[config.mk]
export PLATFORM = sky130hd
export DESIGN_NAME = seq_divider6
export DESIGN_NICKNAME = d
export VERILOG_FILES = /design/src/rtl/seq_divider6.sv
export SDC_FILE = /design/constraint.sdc
export NUM_CORES = 1
export LEC_CHECK = 0
export CAP_MARGIN = 10
export CORE_MARGIN = 2
export CORE_UTILIZATION = 50
export CTS_CLUSTER_DIAMETER = 40
export DETAILED_ROUTE_END_ITERATION = 16
export GPL_TIMING_DRIVEN = 0
export PLACE_DENSITY = 0.75
export SYNTH_ARGS = -nofsm -noshare
export SYNTH_HDL_FRONTEND = slang
export SYNTH_SLANG_ARGS = --single-unit
[constraint.sdc]
create_clock -name clk -period 6 [get_ports clk]
set_clock_uncertainty 0.05 [all_clocks]
set_input_delay 1.2 -clock clk [delete_from_list [all_inputs] [get_ports clk]]
set_output_delay 1.2 -clock clk [all_outputs]
set_load 0.05 [all_outputs]
[src/rtl/seq_divider6.sv]
// seq_divider6: sequential unsigned restoring divider, one quotient bit per clock.
// Start/busy/done handshake; divide-by-zero returns all-ones quotient with a flag.
// Optional macro SEQ_DIVIDER6_EARLY_EXIT_EN: finish immediately when dividend < divisor.
module seq_divider6 #(
  parameter int unsigned WIDTH = 6
) (
  input  logic             clk,
  input  logic             rst_n,
  input  logic             start,
  input  logic [WIDTH-1:0] dividend,
  input  logic [WIDTH-1:0] divisor,
  output logic             busy,
  output logic             done,
  output logic [WIDTH-1:0] quotient,
  output logic [WIDTH-1:0] remainder,
  output logic             div_by_zero
);

  localparam int unsigned CW = $clog2(WIDTH + 1);
  localparam logic [CW-1:0] LAST_STEP = CW'(WIDTH - 1);

  typedef enum logic [1:0] {
    IDLE = 2'd0,
    RUN  = 2'd1,
    DONE = 2'd2
  } state_t;

  state_t           state;
  logic [WIDTH:0]   p;      // partial remainder, one guard bit
  logic [WIDTH-1:0] d;      // dividend shifting out, quotient shifting in
  logic [WIDTH-1:0] v;      // latched divisor
  logic [CW-1:0]    count;

  logic [WIDTH:0]   p_shift_c;
  logic [WIDTH:0]   trial_c;
  logic [WIDTH:0]   p_next_c;
  logic [WIDTH-1:0] d_next_c;

  // One restoring step: shift in next dividend bit, trial-subtract, keep or restore
  always_comb begin
    p_shift_c = {p[WIDTH-1:0], d[WIDTH-1]};
    trial_c   = p_shift_c - {1'b0, v};
    p_next_c  = trial_c[WIDTH] ? p_shift_c : trial_c;
    d_next_c  = {d[WIDTH-2:0], ~trial_c[WIDTH]};
  end

  // Control FSM, datapath registers and registered handshake/result outputs
  always_ff @(posedge clk or negedge rst_n) begin
    if (!rst_n) begin
      state       <= IDLE;
      p           <= '0;
      d           <= '0;
      v           <= '0;
      count       <= '0;
      busy        <= 1'b0;
      done        <= 1'b0;
      quotient    <= '0;
      remainder   <= '0;
      div_by_zero <= 1'b0;
    end else begin
      case (state)
        IDLE, DONE: begin
          if (start) begin
            if (divisor == '0) begin
              state       <= DONE;
              busy        <= 1'b0;
              done        <= 1'b1;
              quotient    <= '1;
              remainder   <= dividend;
              div_by_zero <= 1'b1;
            end
`ifdef SEQ_DIVIDER6_EARLY_EXIT_EN
            else if (dividend < divisor) begin
              state       <= DONE;
              busy        <= 1'b0;
              done        <= 1'b1;
              quotient    <= '0;
              remainder   <= dividend;
              div_by_zero <= 1'b0;
            end
`endif
            else begin
              state       <= RUN;
              busy        <= 1'b1;
              done        <= 1'b0;
              d           <= dividend;
              v           <= divisor;
              p           <= '0;
              count       <= '0;
              div_by_zero <= 1'b0;
            end
          end else begin
            state <= IDLE;
            busy  <= 1'b0;
            done  <= 1'b0;
          end
        end

        RUN: begin
          p     <= p_next_c;
          d     <= d_next_c;
          count <= count + CW'(1);
          if (count == LAST_STEP) begin
            state     <= DONE;
            busy      <= 1'b0;
            done      <= 1'b1;
            quotient  <= d_next_c;
            remainder <= p_next_c[WIDTH-1:0];
          end
        end

        default: begin
          state <= IDLE;
          busy  <= 1'b0;
          done  <= 1'b0;
        end
      endcase
    end
  end

endmodule
* Yosys cells after proc, flatten, opt, wreduce, memory -nomap -nowiden
Index checks and enable logic that the tools add are counted.
** Storage, ports and cells
- Bits in registers :: 38
- Bits in latches :: 0
- Memory bits (writable) :: 0
- ROM bits :: 0
- Output and inout bits :: 15
- Logic and storage cells :: 59
- Memories kept :: 0
** Operators by class
- Add/sub/neg operators :: 2
- Multiply operators :: 0
- Divide/modulo/power cells :: 0
- Magnitude comparators :: 0
- Equality and inequality tests :: 7
- Shifts and indexed selects :: 0
- Mux-type cells :: 30
- Bitwise operators :: 2
- Reductions and logical operators :: 8
** Operator list (count)
- 6-bit 2-to-1 mux :: 11
- 6-bit one-hot mux with 2 select lines :: 4
- 2-bit inequality test, second input constant :: 4
- 7-bit by 6-bit subtractor with 7-bit output :: 1
- 6-bit zero test :: 1
- 1-bit 2-to-1 mux :: 6
- 2-bit 2-to-1 mux :: 3
- 3-bit 2-to-1 mux :: 2
- 3-bit one-hot mux with 2 select lines :: 1
- 3-bit AND reduction :: 2
- 1-bit one-hot mux with 2 select lines :: 2
- 2-bit one-hot mux with 2 select lines :: 1
- 4-bit AND reduction :: 1
- 3-bit by 1-bit adder with 3-bit output, second input constant :: 1
- 3-bit == test, second input constant :: 1
- 2-bit by 1-bit == test with 1-bit output, second input constant :: 1
- 2-bit == test, second input constant :: 1
- 2-bit zero test :: 1
- 1-bit inverter :: 2
- 2-bit AND reduction :: 1
- 2-bit nonzero test :: 1
- 2-bit OR reduction :: 1

* Longest topological paths before layout
- Word-level depth :: 4
- Mapped depth :: 10

* Worst setup path before layout
Ideal clock, no wire load.
- Path type :: in2reg
- From :: input start
- To :: register remainder[2]
- Library setup time :: 0.080 ns
- Data arrival time :: 2.343 ns
- Required time :: 5.870 ns
- Path slack :: 3.527 ns
- Cell stages on the path :: 7
- Path buffers :: 1
- Cell sequence :: nor2b_1 -> nand4_1 -> and2_1 -> inv_2 -> buf_2 -> nor2_1 -> a31oi_4
** Between the ends
- Cells in the longest elaborated chain, start to end :: 2
** Ends and longest elaborated chain
- start: declaration :: RTL line 9 : input logic start,
- 2-bit inequality test (no source line)
- 4-bit AND reduction (no source line)
- end signal: assignment :: RTL line 69 : remainder <= dividend;
- end signal: assignment :: RTL line 108 : remainder <= p_next_c[WIDTH-1:0];
- end: declaration :: RTL line 15 : output logic [WIDTH-1:0] remainder,
Every way passes these cells.
A chain may end at the register's enable or synchronous reset.

* Final worst setup path
- From :: input start
- To :: register remainder[1]
Same word-level chain as after synthesis.

==> results.cfg <==
[grt]
busiest_layer = met2
grt_pass1_wl_mm = 7.36
grt_overflow_total = 0
antenna_found_initial = 0
grt_pass1_vias = 1556
met1_usage_pct = 30.1
grt_use_met3_pct = 5.28
grt_start_max_net_pins = 37
grt_usage_pct = 22.8
use_met2_pct = 35.9

[sta]
slew_headroom_pct = 48.7
fmax_mhz = 329
fin_crit_ps = 3040
timing_hold_violations_final = 0
tightest_slew_ps = 769
holdWs_ps = 437
fin_tns_setup_ps = 0
rsz0062_at_grt = no
drv_slew = 0
finalSetupViolCount = 0
post-route-period-util_pct = 50.7

[finish]
layout-area-overhead-vs-synth_pct = 22.7
antenna_cells = 0
fin_nets = 250
fill_cells = 289
layout-drive-gt1-share_pct = 9.25

[cts]
clk_pin_slew_ps = 70
postCtsSetupRepairBufs = 0
htree_levels = 2
cts_inserted_buffers = 5
cts.sink_count = 36
clock_latency_ps = 280
cts_tree = built
hold_buffers = 0
clockBufferDepth = 2
post_cts_resized = 0
clockRootBuffer = clkbuf_8

[synth]
synth_cell_type_count = 51
synthAdderAreaFrac_pct = 6.26
synthTopCellsByArea = dfrtp_1 47%, nand2_1 5.7%, ha_1 5.2%, mux2i_1 3.1%, o22a_1 2.7%
netlist_area_um2 = 1920
yosysMostFrequentCell = dfrtp_1
synth_compound_gate_area_share_pct = 18.3
synth_common_cells = 36 x dfrtp_1, 29 x nand2_1, 11 x inv_1
yosysWarnings = 0
synth_flop_cell = dfrtp_1
netlist.area_leader.share_pct = 47.0
synth_seq_cells = 36
syn_inst = 190
synth_edf_count = 0
synthSimpleGateAreaFrac_pct = 17.0
syn_nets = 214
synth_top_area_cell = dfrtp_1
avgSynthCellArea_um2 = 10.1
yosysSeqAreaShare_pct = 47.0
synth_xor_area_share_pct = 2.80
muxShareOfSynthArea_pct = 5.09
synth_top_family_by_area = compound AO/OA/AOI/OAI gates
async_flop_share_pct = 100

[drt]
drt_iter0_markers = 54
drt-total-wl_mm = 4.40
dr.pass1.iters = 4
drc_errors = 0
ant_nets = 0
viasPerCell = 5.74
wire_per_inst_um = 16.0
via_count = 1578

[setup_path]
crit_fanout = 10
start_kind = input pin
slowest_stage = clkdlybuf4s50_1
crit_buf_inv = 3
endpoint_kind = flop
worstRegToRegCells = 10
worst_path_largest_cell_delay_ps = 480
arrival_ps = 3170
cp.required_ps = 6130
cp_top_family = simple AND/OR/NAND/NOR gates
path_cells = clkdlybuf4s50_1 -> nor2b_1 -> nand4_1 -> and2_1 -> inv_2 -> buf_2 -> nand3_1 -> o211ai_1
critical_path_depth = 8
critPathKind = input pin to flop

[worst_hold_path]
min_path_type = flop to flop
holdPathStages = 1

[outcome]
outcome = finished clean

[floorplanning]
rows = 22
fp.dieW_um = 65.9
core_area_um2 = 3660
start_util_pct = 52.4
io-pin-count = 30
dieArea_um2 = 4350
chipHeight_um = 65.9

[place]
place.gp.congestion = 0.788
portBuffers = 29
dp_hpwl_mm = 3.35

[run]
cap_violations = 0
cell usage in the layout, fill, tap and decap left out, types with 7 or more instances in the layout:
cell / n
clkdlybuf4s50_1: 28
o21ai_0: 10
clkbuf_1: 7
o21ai_1: 7
inv_1: 11
nor2_1: 8
nand2_1: 29
ha_1: 8
dfrtp_1: 36
final timing paths:
check	start	endpoint	slack, ps
setup reg to reg	d[5]	remainder[1]	3430
min in group asynchronous	rst_n	d[2]	940
max in group asynchronous	rst_n	v[4]	4470
hold / removal	quotient[2]	quotient[2]	440
setup / recovery	start	remainder[1]	2960
hold reg to reg	quotient[2]	quotient[2]	440
worst register-to-register path, stage by stage, from the launching register on:
cell,delay [ps]
dfrtp_1,360
inv_1,90
ha_1,180
inv_1,60
fa_1,420
a21o_1,200
and4_4,200
nor2_4,180
xnor2_4,210
mux2i_1,330
o211ai_1,150
final cells by class:
cell class                 count  area, um2  share of cell area [%]
sequential                    36        901                    38.3
inverter                      12       45.0                    1.91
multi-input combinational    136        948                    40.3
tap                           48       60.1                    2.55
clock buffer                   8       90.1                    3.83
buffer                         6       23.8                    1.01
timing repair buffer          29        285                    12.1
routing by layer:
layer,share of wire [%],vias to the layer above,routed length (um)
met5,0,-,0
met4,2.6,0,114
met3,3.9,13,171
met2,49,38,2160
met1,44,775,1950
li1,-,752,-
registers in the layout, indices dropped and copies added, names as in the netlist, 3 cells and up:
signal	cells
d	6
p	6
quotient	6
remainder	6
v	6
count	3
logic make-up after synthesis:
family / Yosys count
AO/OA/AOI/OAI: 49
XOR/XNOR: 4
adder cells (fa/ha/maj): 9
buffers and inverters: 18
flip-flops: 36
multiplexers: 9
AND/OR/NAND/NOR: 65
stage by stage:
step	setup slack [ps]	instances	util (%)	area, um2
after floorplan	3530	190	-	1920
after CTS	2970	275	64.3	2350
final	2960	275	64.3	2350
after global placement	2760	267	62.0	2270
after detailed placement	2680	267	61.8	2260
after global routing	2770	275	64.3	2350
Power is not shown: default switching activity piles up to over one toggle a cycle in this logic, so the estimate is an artifact.
